`src/rtl/spare_scan_ctrl.sv`:
```
// rtl/spare_scan_ctrl.sv - spare-cell scan chain load/capture/unload sequencer
module spare_scan_ctrl #(
    parameter int CHAIN_LEN = 10
) (
    input  logic                 Clk,
    input  logic                 nReset,
    input  logic                 start,
    input  logic [1:0]           cmd,
    input  logic [CHAIN_LEN-1:0] pattern,
    input  logic [CHAIN_LEN-1:0] mask,
    input  logic                 so,
    output logic                 scen,
    output logic                 si,
    output logic [CHAIN_LEN-1:0] tst_mode,
    output logic                 busy,
    output logic                 done,
    output logic [CHAIN_LEN-1:0] capture_out
);

    localparam int CW = $clog2(CHAIN_LEN);
    localparam logic [CW-1:0] LAST = CW'(CHAIN_LEN - 1);

    typedef enum logic [2:0] {IDLE, SHIFT1, CAPT, SHIFT2, FIN} state_t;

    state_t               state, state_n;
    logic [CW-1:0]        cnt, cnt_n;
    logic [1:0]           cmd_r, cmd_n;
    logic [CHAIN_LEN-1:0] pat_r, pat_n, mask_r, mask_n;
    logic                 shift_n, si_n, done_n;
    logic [CHAIN_LEN-1:0] tst_n;

    always_comb begin
        state_n = state;
        cnt_n   = cnt;
        cmd_n   = cmd_r;
        pat_n   = pat_r;
        mask_n  = mask_r;
        case (state)
            IDLE: begin
                if (start) begin
                    cmd_n  = cmd;
                    pat_n  = pattern;
                    mask_n = mask;
                    cnt_n  = '0;
                    case (cmd)
                        2'b00, 2'b10: state_n = SHIFT1;
                        2'b01:        state_n = CAPT;
                        default:      state_n = FIN;
                    endcase
                end
            end
            SHIFT1: begin
                if (cnt == LAST) begin
                    cnt_n   = '0;
                    state_n = (cmd_r == 2'b10) ? CAPT : FIN;
                end else begin
                    cnt_n = cnt + 1'b1;
                end
            end
            CAPT:    state_n = (cmd_r == 2'b10) ? SHIFT2 : FIN;
            SHIFT2: begin
                if (cnt == LAST) begin
                    cnt_n   = '0;
                    state_n = FIN;
                end else begin
                    cnt_n = cnt + 1'b1;
                end
            end
            FIN:     state_n = IDLE;
            default: state_n = IDLE;
        endcase

        // Outputs are registered, so they are decoded from the state being entered.
        shift_n = (state_n == SHIFT1) || (state_n == SHIFT2);
        si_n    = shift_n ? pat_n[LAST - cnt_n] : 1'b0;
        tst_n   = (state_n == CAPT) ? mask_n : '0;
        done_n  = (state == FIN);
    end

    always_ff @(posedge Clk or negedge nReset) begin
        if (!nReset) begin
            state       <= IDLE;
            cnt         <= '0;
            cmd_r       <= '0;
            pat_r       <= '0;
            mask_r      <= '0;
            scen        <= 1'b0;
            si          <= 1'b0;
            tst_mode    <= '0;
            busy        <= 1'b0;
            done        <= 1'b0;
            capture_out <= '0;
        end else begin
            state    <= state_n;
            cnt      <= cnt_n;
            cmd_r    <= cmd_n;
            pat_r    <= pat_n;
            mask_r   <= mask_n;
            scen     <= shift_n;
            si       <= si_n;
            tst_mode <= tst_n;
            busy     <= (state_n != IDLE);
            done     <= done_n;
            // so is sampled on the same edge the chain shifts, yielding the old contents MSB first.
            if ((state == SHIFT1) || (state == SHIFT2)) begin
                capture_out <= {capture_out[CHAIN_LEN-2:0], so};
            end
        end
    end

endmodule

```
`config.mk`:
```
export PLATFORM = sky130hd
export DESIGN_NAME = spare_scan_ctrl
export DESIGN_NICKNAME = d
export VERILOG_FILES = /design/src/rtl/spare_scan_ctrl.sv
export SDC_FILE = /design/constraint.sdc
export NUM_CORES = 1
export LEC_CHECK = 0
export BUFFER_PORTS_ARGS = -buffer_cell sky130_fd_sc_hd__buf_2
export CORE_MARGIN = 8
export CORE_UTILIZATION = 57
export DETAILED_ROUTE_END_ITERATION = 10
export PLACE_DENSITY = 0.88
export SLEW_MARGIN = 10
export SYNTH_ARGS = -nofsm -noshare
export SYNTH_HDL_FRONTEND = slang
export SYNTH_SLANG_ARGS = --single-unit
```
`constraint.sdc`:
```
create_clock -name Clk -period 6.6 [get_ports Clk]
set_input_delay 1.98 -clock Clk [delete_from_list [all_inputs] [get_ports Clk]]
set_output_delay 1.98 -clock Clk [all_outputs]
set_load 0.02 [all_outputs]
```
Word level (Yosys, flattened, before mapping):

Index checks and enable logic that the tools add are counted.

* reduce and logical (&&, ||, !) cells: 8
* $lt $le $gt $ge: 1
* mux-type cells: 18
* equality and inequality tests: 11
* $add $sub $neg: 2

Operators by type and width (count)
* $mux 10: 5
* $mux 3: 5
* $eq 3x2->1 const B: 4
* $pmux 3 s4: 1
* $mux 4: 2
* $pmux 4 s2: 1
* $eq 3x1->1 const B: 2
* $pmux 3 s2: 1
* $lt 4x5->1 const B: 1
* $add 4x1->4 const B: 1
* $bmux 1 s4: 1
* $eq 2x2->1 const B: 2
* $eq 4x4->1 const B: 1
* $reduce_or 2->1: 2
* $sub 4x4->4 const A: 1
* $eq 3x3->1 const B: 1
* $logic_not 3->1: 1
* $reduce_bool 3->1: 1
* $eq 2x1->1 const B: 1
* $logic_not 2->1: 1
* $logic_or 1x1->1: 2
* $mux 1: 2
* $reduce_and 2->1: 1

* logic and storage cells: 51
* bits in registers: 53

Logic depth before layout (Yosys ltp):

Gate-level depths: netlist of the first run.

* word-level depth: 8
* mapped depth: 10
* depth with buffers taken out: 9

Worst setup path after synthesis of the first run:

OpenSTA, ideal clock, no wires.

* kind: input to register
* start point: in start
* end point: reg si
* setup slack: 2858 ps
* arrival: 3616 ps
* library setup time: 126 ps
* stages on the path: 9
* path buffers: 1
* required time: 6474 ps
* cells stage by stage: nand2b_4 > nor3_4 > buf_4 > o32ai_2 > inv_1 > ha_1 > mux4_2 > o2bb2ai_1 > o311a_1

* word-level cells in the longest chain between the ends: 6
* elaborated cells on any way between the ends: 13

RTL lines
* start: declaration: RTL line 7 `input logic start,`
* $mux 4: RTL line 40 `if (start) begin`
* $pmux 4 s2: RTL line 38 `case (state)`
* via cnt_n[1]: RTL line 26 `logic [CW-1:0] cnt, cnt_n;`
* $sub 4x4->4: RTL line 75 `si_n = shift_n ? pat_n[LAST - cnt_n] : 1'b0;`
* $bmux 1 s4: RTL line 75
* $mux 1 (not written as such): RTL line 75
* $mux 1: RTL line 75
* via si_n: RTL line 29 `logic shift_n, si_n, done_n;`
* end signal: assignment: RTL line 100 `si <= si_n;`
* end: declaration: RTL line 13 `output logic si,`

The timed path passes the listed nets, and every way through them passes these cells. The select of a mux whose other input is x is not followed.
A chain may end at the register's enable or synchronous reset.

Worst setup path in the final report of the first run:

Ends and elaborated chain as after synthesis.

==> results.txt, run 1 <==
Status = completed
Drt first pass iters = 4
Clock power frac = 14.5%
Clock Latency Late Sink = 0.30 ns
Antenna-violating nets left = 0
Setup Fix Bufs, Post-CTS = 0
Least-Margin Pin Slew = 1.11 ns
Layout Nets = 259
Port bufs = 49
Max Fclk = 0.234 GHz
Register area share after synthesis = 59.4%
CTS Buf Count = 5
Post-Layout Inst Area = 2590 µm²
Detail Placement HPWL = 3210 µm
Mapped Nets = 210
DR WL/cell = 15.5 µm
Async SR Flop Fraction = 100%
Critical path arrival = 4.46 ns
Boundary pin count = 50
First-pass GRT wire length = 7210 µm
Post-DP Area = 2500 µm²
Die H = 78.6 µm
Crit Path Category = in -> reg
Setup Skew = 0.00195 ns
Post-synth top area share = 59.4%
Final Power = 1.24 mW
Initial antenna violation count = 0
Synth Register Bits = 53
Final Core Density = 69.6%
Switching Share = 37.7%
DRT Wirelength = 4320 µm
Crit path max fanout = 25
Core Rows = 22
Max-slew violations = 0
All-Layer GR Usage = 14.5%
Total net switching power = 0.467 mW
CTS tree = done
Worst hold path class = reg -> reg
Final hold viol count = 0
CTS Hold Bufs = 0
Post-synth EDFFs = 0
Number of global-route vias before repair = 1,539
MaxCap Viol Count = 0
RSZ-0062 raised after global routing = no
Power per cell area = 479 nW/µm²
CTS Buffer Depth = 2
CP endpoint kind = flop
Core area = 3720 µm²
Avg Vias per Cell = 5.25
H-Tree Depth = 2
Syn Inst Count = 181
Iter 0 DRT Violations = 102
Endpoints failing setup = 0
Combinational power share = 42.9%
Remaining DRCs = 0
Syn avg cell area = 12.3 µm²
Maximum VDD drop = 0.261 mV
Yosys warnings = 0
Pint = 0.772 mW
Most used flip-flop cell after synthesis = dfrtp_1
Via count of the routed design = 1,459
CP Data Required Time = 6.78 ns
GPL Wtd Cong = 0.748
Clock sinks = 53
Slowest CP cell = nor3_4
Post_cts resized = 0
Pleak = 1.31 nW
Sequential share of power = 42.6%
Layout cells sized above 1 = 36.5%
CP Launch Type = primary input
Unique masters post-synth = 38
Cell taking the most area after synthesis = dfrtp_1
Synthesis-to-finish area growth = 15.9%
Global route overflow = 0
Clock slew at reported path FFs = 0.09 ns
Register-to-register setup slack = 3.50 ns
Crit path max-delay family = simple AND/OR/NAND/NOR gates
Fin crit share = 64.8%
Setup TNS = 0 ns
Die X = 78.6 µm
WP buf/inv = 2
Cells along the critical path = buf_2, nand2b_4, nor3_4, o32ai_2, inv_1, ha_1, mux4_2, o2bb2ai_1, o311a_1
Max-slew headroom = 25.8%
Root Buffer = clkbuf_8
Biggest cell delay along the critical path = 0.84 ns
Fin crit period = 4.28 ns
Synth Cell Area = 2230 µm²
Synth area leaders = dfrtp_1, mux2_2, nand2_1
N_diodes = 0
Largest net degree at the start of global routing = 54
Die area = 6170 µm²
Effective utilization at floorplan = 60.1%
==> metal layers <==
| metal | share of wire (%) | track usage (%) |
|---|---|---|
| met5 | 0 | 0 |
| met2 | 48 | 22.1 |
| met1 | 43 | 18.3 |
| met4 | 1.2 | 5.19 |
| met3 | 7.1 | 5.58 |
==> logic make-up after synthesis <==
| group | synth area share (%) |
|---|---|
| AOI/OAI and AO/OA | 7.74 |
| muxes | 13.8 |
| adders and majority gates | 1.68 |
| buffers and inverters | 3.31 |
| DFF | 59.4 |
| and+or+nand+nor | 13.7 |
| xor gates and xnor gates | 0.392 |
==> flip-flops by register name, indices dropped and copies added, names as in the netlist <==
signal	count
busy	1
capture_out	10
cmd_r	2
cnt	4
done	1
mask_r	10
pat_r	10
scen	1
si	1
state	3
tst_mode	10
==> per-stage QoR <==
stage / instances / hold WS (ns) / setup slack [ns]
after floorplan: 181 / 0.443 / 2.86
after global placement: 271 / 0.456 / 2.12
after detailed placement: 271 / 0.480 / 2.01
after CTS: 278 / 0.501 / 2.34
after global routing: 278 / 0.511 / 2.19
final: 278 / 0.498 / 2.32
==> power groups by stage <==
stage	clock network [mW]	registers, mW	logic (mW)
2_1_floorplan	0	0.555	0.380
3_3_place_gp	0	0.526	0.504
3_5_place_dp	0	0.534	0.537
4_1_cts	0.186	0.528	0.539
5_1_grt	0.200	0.542	0.583
6_report	0.180	0.528	0.531
==> Yosys cell counts, types with 2 or more instances <==
| master | number |
|---|---|
| nand2_1 | 35 |
| inv_1 | 7 |
| ha_1 | 3 |
| and2_1 | 9 |
| nor2b_1 | 2 |
| clkbuf_1 | 3 |
| dfrtp_1 | 53 |
| a211oi_1 | 3 |
| o21ai_0 | 3 |
| buf_4 | 2 |
| nand3_1 | 3 |
| mux2_2 | 20 |
| mux2i_1 | 6 |
| o2bb2ai_1 | 2 |
| buf_2 | 2 |
| nor2_1 | 6 |
==> cell type report <==
| class | instances | area [µm²] |
|---|---|---|
| clock buffers | 6 | 82.6 |
| clock inverters | 1 | 7.51 |
| fillers | 287 | 1130 |
| inverters | 7 | 26.3 |
| multi-input cells | 113 | 832 |
| flip-flops and latches | 53 | 1330 |
| well taps | 48 | 60.1 |
| repair buffers | 50 | 253 |
==> worst min-delay path, stage by stage, from the launching register on <==
cell and delay (ns):
dfrtp_1 0.35, nand2_1 0.06, nand2_1 0.06
==> placed cells by master (no fill, tap or decap) <==
cell type and instances:
o31ai_4 1, o32ai_2 1, and3b_1 1, o21a_1 1, mux4_2 1, nor2_1 6
o211ai_2 1, nor3b_1 1, nand2b_2 1, ha_1 3, inv_1 7, nor2b_1 2
a21oi_1 1, clkbuf_8 6, nand2_1 35, xor2_1 1, clkinvlp_4 1, a21o_1 1
or3_1 1, o21ai_0 3, nand3_1 3, buf_2 49, o2bb2ai_1 2, mux2i_1 6
buf_4 1, o31ai_1 1, nand2b_4 1, a31oi_1 1, o311a_1 1, mux2_2 20
o22ai_1 1, and2_1 9, dfrtp_1 53, a2111oi_0 1, a211oi_1 3, nor3_4 1
nand2b_1 1, o22a_1 1
==> final timing paths <==
kind,cells after the start,endpoint,from
setup / recovery,9,si,start
hold / removal,2,capture_out[9],capture_out[9]
setup reg to reg,8,si,state[1]
hold reg to reg,2,capture_out[9],capture_out[9]
max in group asynchronous,2,capture_out[0],nReset
min in group asynchronous,2,capture_out[8],nReset
Power figures use the tool's default switching activity.
==> inputs of run 2 (changes only) <==
--- a/config.mk
+++ b/config.mk
@@ -7,9 +7,9 @@
 export LEC_CHECK = 0
 export BUFFER_PORTS_ARGS = -buffer_cell sky130_fd_sc_hd__buf_2
 export CORE_MARGIN = 8
-export CORE_UTILIZATION = 57
+export CORE_UTILIZATION = 53
 export DETAILED_ROUTE_END_ITERATION = 10
-export PLACE_DENSITY = 0.88
+export PLACE_DENSITY = 0.83
 export SLEW_MARGIN = 10
 export SYNTH_ARGS = -nofsm -noshare
 export SYNTH_HDL_FRONTEND = slang
==> constraint.sdc (replaced) <==
create_clock -name Clk -period 4.4 [get_ports Clk]
set_input_delay 1.32 -clock Clk [delete_from_list [all_inputs] [get_ports Clk]]
set_output_delay 1.32 -clock Clk [all_outputs]
set_load 0.02 [all_outputs]
==> results.txt, run 2 (same netlist as run 1, synthesis figures left out) <==
Status = completed
Setup TNS = 0 ns (unchanged)
Maximum VDD drop = 0.350 mV (+34%)
Final cell count without fillers = 282 (+1.4%)
Max-slew headroom = 45.2% (+19 points)
Core area = 4030 µm² (+8.4%)
Pint = 1.20 mW (+56%)
Clock sinks = 53 (unchanged)
N_diodes = 0 (unchanged)
Clock power frac = 17.1% (+2.6 points)
Layout Nets = 260 (+0.39%)
Power per cell area = 727 nW/µm² (+52%)
RSZ-0062 raised after global routing = no
Via count of the routed design = 1,468 (+0.62%)
Worst hold path class = reg -> reg
Avg Vias per Cell = 5.21 (-0.81%)
All-Layer GR Usage = 15.0% (+0.46 points)
CP Launch Type = primary input
Effective utilization at floorplan = 55.4% (-4.7 points)
Hold Path Stages = 2 (unchanged)
First-pass GRT wire length = 7520 µm (+4.3%)
DR WL/cell = 15.6 µm (+0.20%)
MaxCap Viol Count = 0 (unchanged)
Worst-case reg-to-reg path depth = 8 (unchanged)
Core Rows = 23 (+4.5%)
Sequential share of power = 41.5% (-1.1 points)
Max Fclk = 0.336 GHz
Critical path arrival = 3.17 ns (-1.29 ns)
Detail Placement HPWL = 3250 µm (+1.2%)
H-Tree Depth = 2 (unchanged)
Drt first pass iters = 4 (unchanged)
GPL Wtd Cong = 0.783 (+4.7%)
Cells along the critical path = buf_2, nand2b_4, nor3_4, o32ai_2, inv_1, ha_1, mux4_2, o2bb2ai_1, o311a_1
Global route overflow = 0 (unchanged)
Switching Share = 36.7% (-1.0 points)
CP endpoint kind = flop
Placed Instances = 274 (+1.1%)
Most frequent cells in the layout = dfrtp_1, buf_2, nand2_1
Total net switching power = 0.698 mW (+49%)
Port bufs = 49 (unchanged)
Crit path max fanout = 9 (-64%)
Synthesis-to-finish area growth = 17.3%
Layout cells sized above 1 = 36.6% (+0.12 points)
# fillers = 332 (+16%)
Clock Latency Late Sink = 0.31 ns (about the same)
Endpoints failing setup = 0 (unchanged)
Antenna-violating nets left = 0 (unchanged)
Clock slew at reported path FFs = 0.09 ns (about the same)
Root Buffer = clkbuf_8
Slowest CP cell = nor3_4
Fin crit period = 2.97 ns
Combinational power share = 41.4% (-1.5 points)
Final hold viol count = 0 (unchanged)
Least-Margin Pin Slew = 0.823 ns (-0.286 ns)
Crit Path Category = in -> reg
Fin crit share = 67.6%
DRT Wirelength = 4390 µm (+1.6%)
Die X = 80.9 µm (+2.9%)
Largest net degree at the start of global routing = 39 (-28%)
CTS Buf Count = 5 (unchanged)
CP Data Required Time = 4.59 ns (-2.19 ns)
Iter 0 DRT Violations = 94 (-7.8%)
Most common cell after layout, fill and taps aside = dfrtp_1
Die H = 80.9 µm (+2.9%)
Setup Skew = 0.00762 ns (+0.00567 ns)
Setup Fix Bufs, Post-CTS = 0 (unchanged)
Pleak = 1.33 nW (+1.3%)
CTS Buffer Depth = 2 (unchanged)
Final WS setup = 1.43 ns (-0.895 ns)
Boundary pin count = 50 (unchanged)
Die area = 6540 µm² (+6.0%)
Post-Place Setup Slack = 1.11 ns (-0.901 ns)
Max-slew violations = 0 (unchanged)
Remaining DRCs = 0 (unchanged)
CTS Hold Bufs = 0 (unchanged)
CTS tree = done
Post_cts resized = 0 (unchanged)
Number of global-route vias before repair = 1,595 (+3.6%)
Biggest cell delay along the critical path = 0.36 ns (-0.48 ns)
Initial antenna violation count = 0 (unchanged)
## run 2: final timing paths
check                          startpoint        endpoint  slack [ns]
setup / recovery                    start              si        1.43
max in group asynchronous          nReset          cnt[0]        2.58
hold / removal             capture_out[9]  capture_out[9]        0.49
setup reg to reg                   cnt[0]              si        1.71
hold reg to reg            capture_out[9]  capture_out[9]        0.49
min in group asynchronous          nReset     tst_mode[5]        1.11
## run 2: critical path, delay by kind of cell
| kind | cells | cell delay (ns) |
|---|---|---|
| multiplexers | 1 | 0.29 |
| buffers and inverters | 2 | 0.23 |
| AND/OR/NAND/NOR | 2 | 0.44 |
| adder cells (fa/ha/maj) | 1 | 0.27 |
| AO/OA/AOI/OAI | 3 | 0.60 |
## run 2: metal layers
| metal | track usage (%) | vias up | wire length (µm) |
|---|---|---|---|
| met5 | 0 | - | 0 |
| met4 | 5.89 | 0 | 70 |
| met1 | 17.2 | 715 | 1780 |
| met2 | 25.2 | 37 | 2240 |
| li1 | - | 709 | - |
| met3 | 5.08 | 7 | 287 |
## run 2: final cells by class
type	count	area [µm²]	area share (%)
timing repair buffer	51	260	9.94
clock buffer	6	72.6	2.77
clock inverter	2	38.8	1.48
inverter	7	26.3	1.00
multi-input combinational	113	832	31.8
sequential	53	1330	50.6
tap	50	62.6	2.39
## run 2: metrics by stage
| stage | instance area, µm² | total power [mW] | util [%] | hold WS [ns] |
|---|---|---|---|---|
| finish | 2620 | 1.90 | 65.0 | 0.486 |
| global route | 2620 | 2.06 | 65.0 | 0.514 |
| CTS | 2620 | 1.92 | 65.0 | 0.495 |
| detailed placement | 2510 | 1.59 | 62.2 | 0.475 |
| global placement | 2510 | 1.56 | 62.2 | 0.454 |
| floorplan | 2230 | 1.40 | - | 0.443 |
## run 2: power groups by stage
stage,Sequential (mW),Clock (mW),Combinational (mW)
CTS,0.793,0.337,0.794
floorplan,0.832,0,0.570
global placement,0.790,0,0.768
detailed placement,0.804,0,0.791
finish,0.790,0.325,0.788
global route,0.822,0.354,0.882
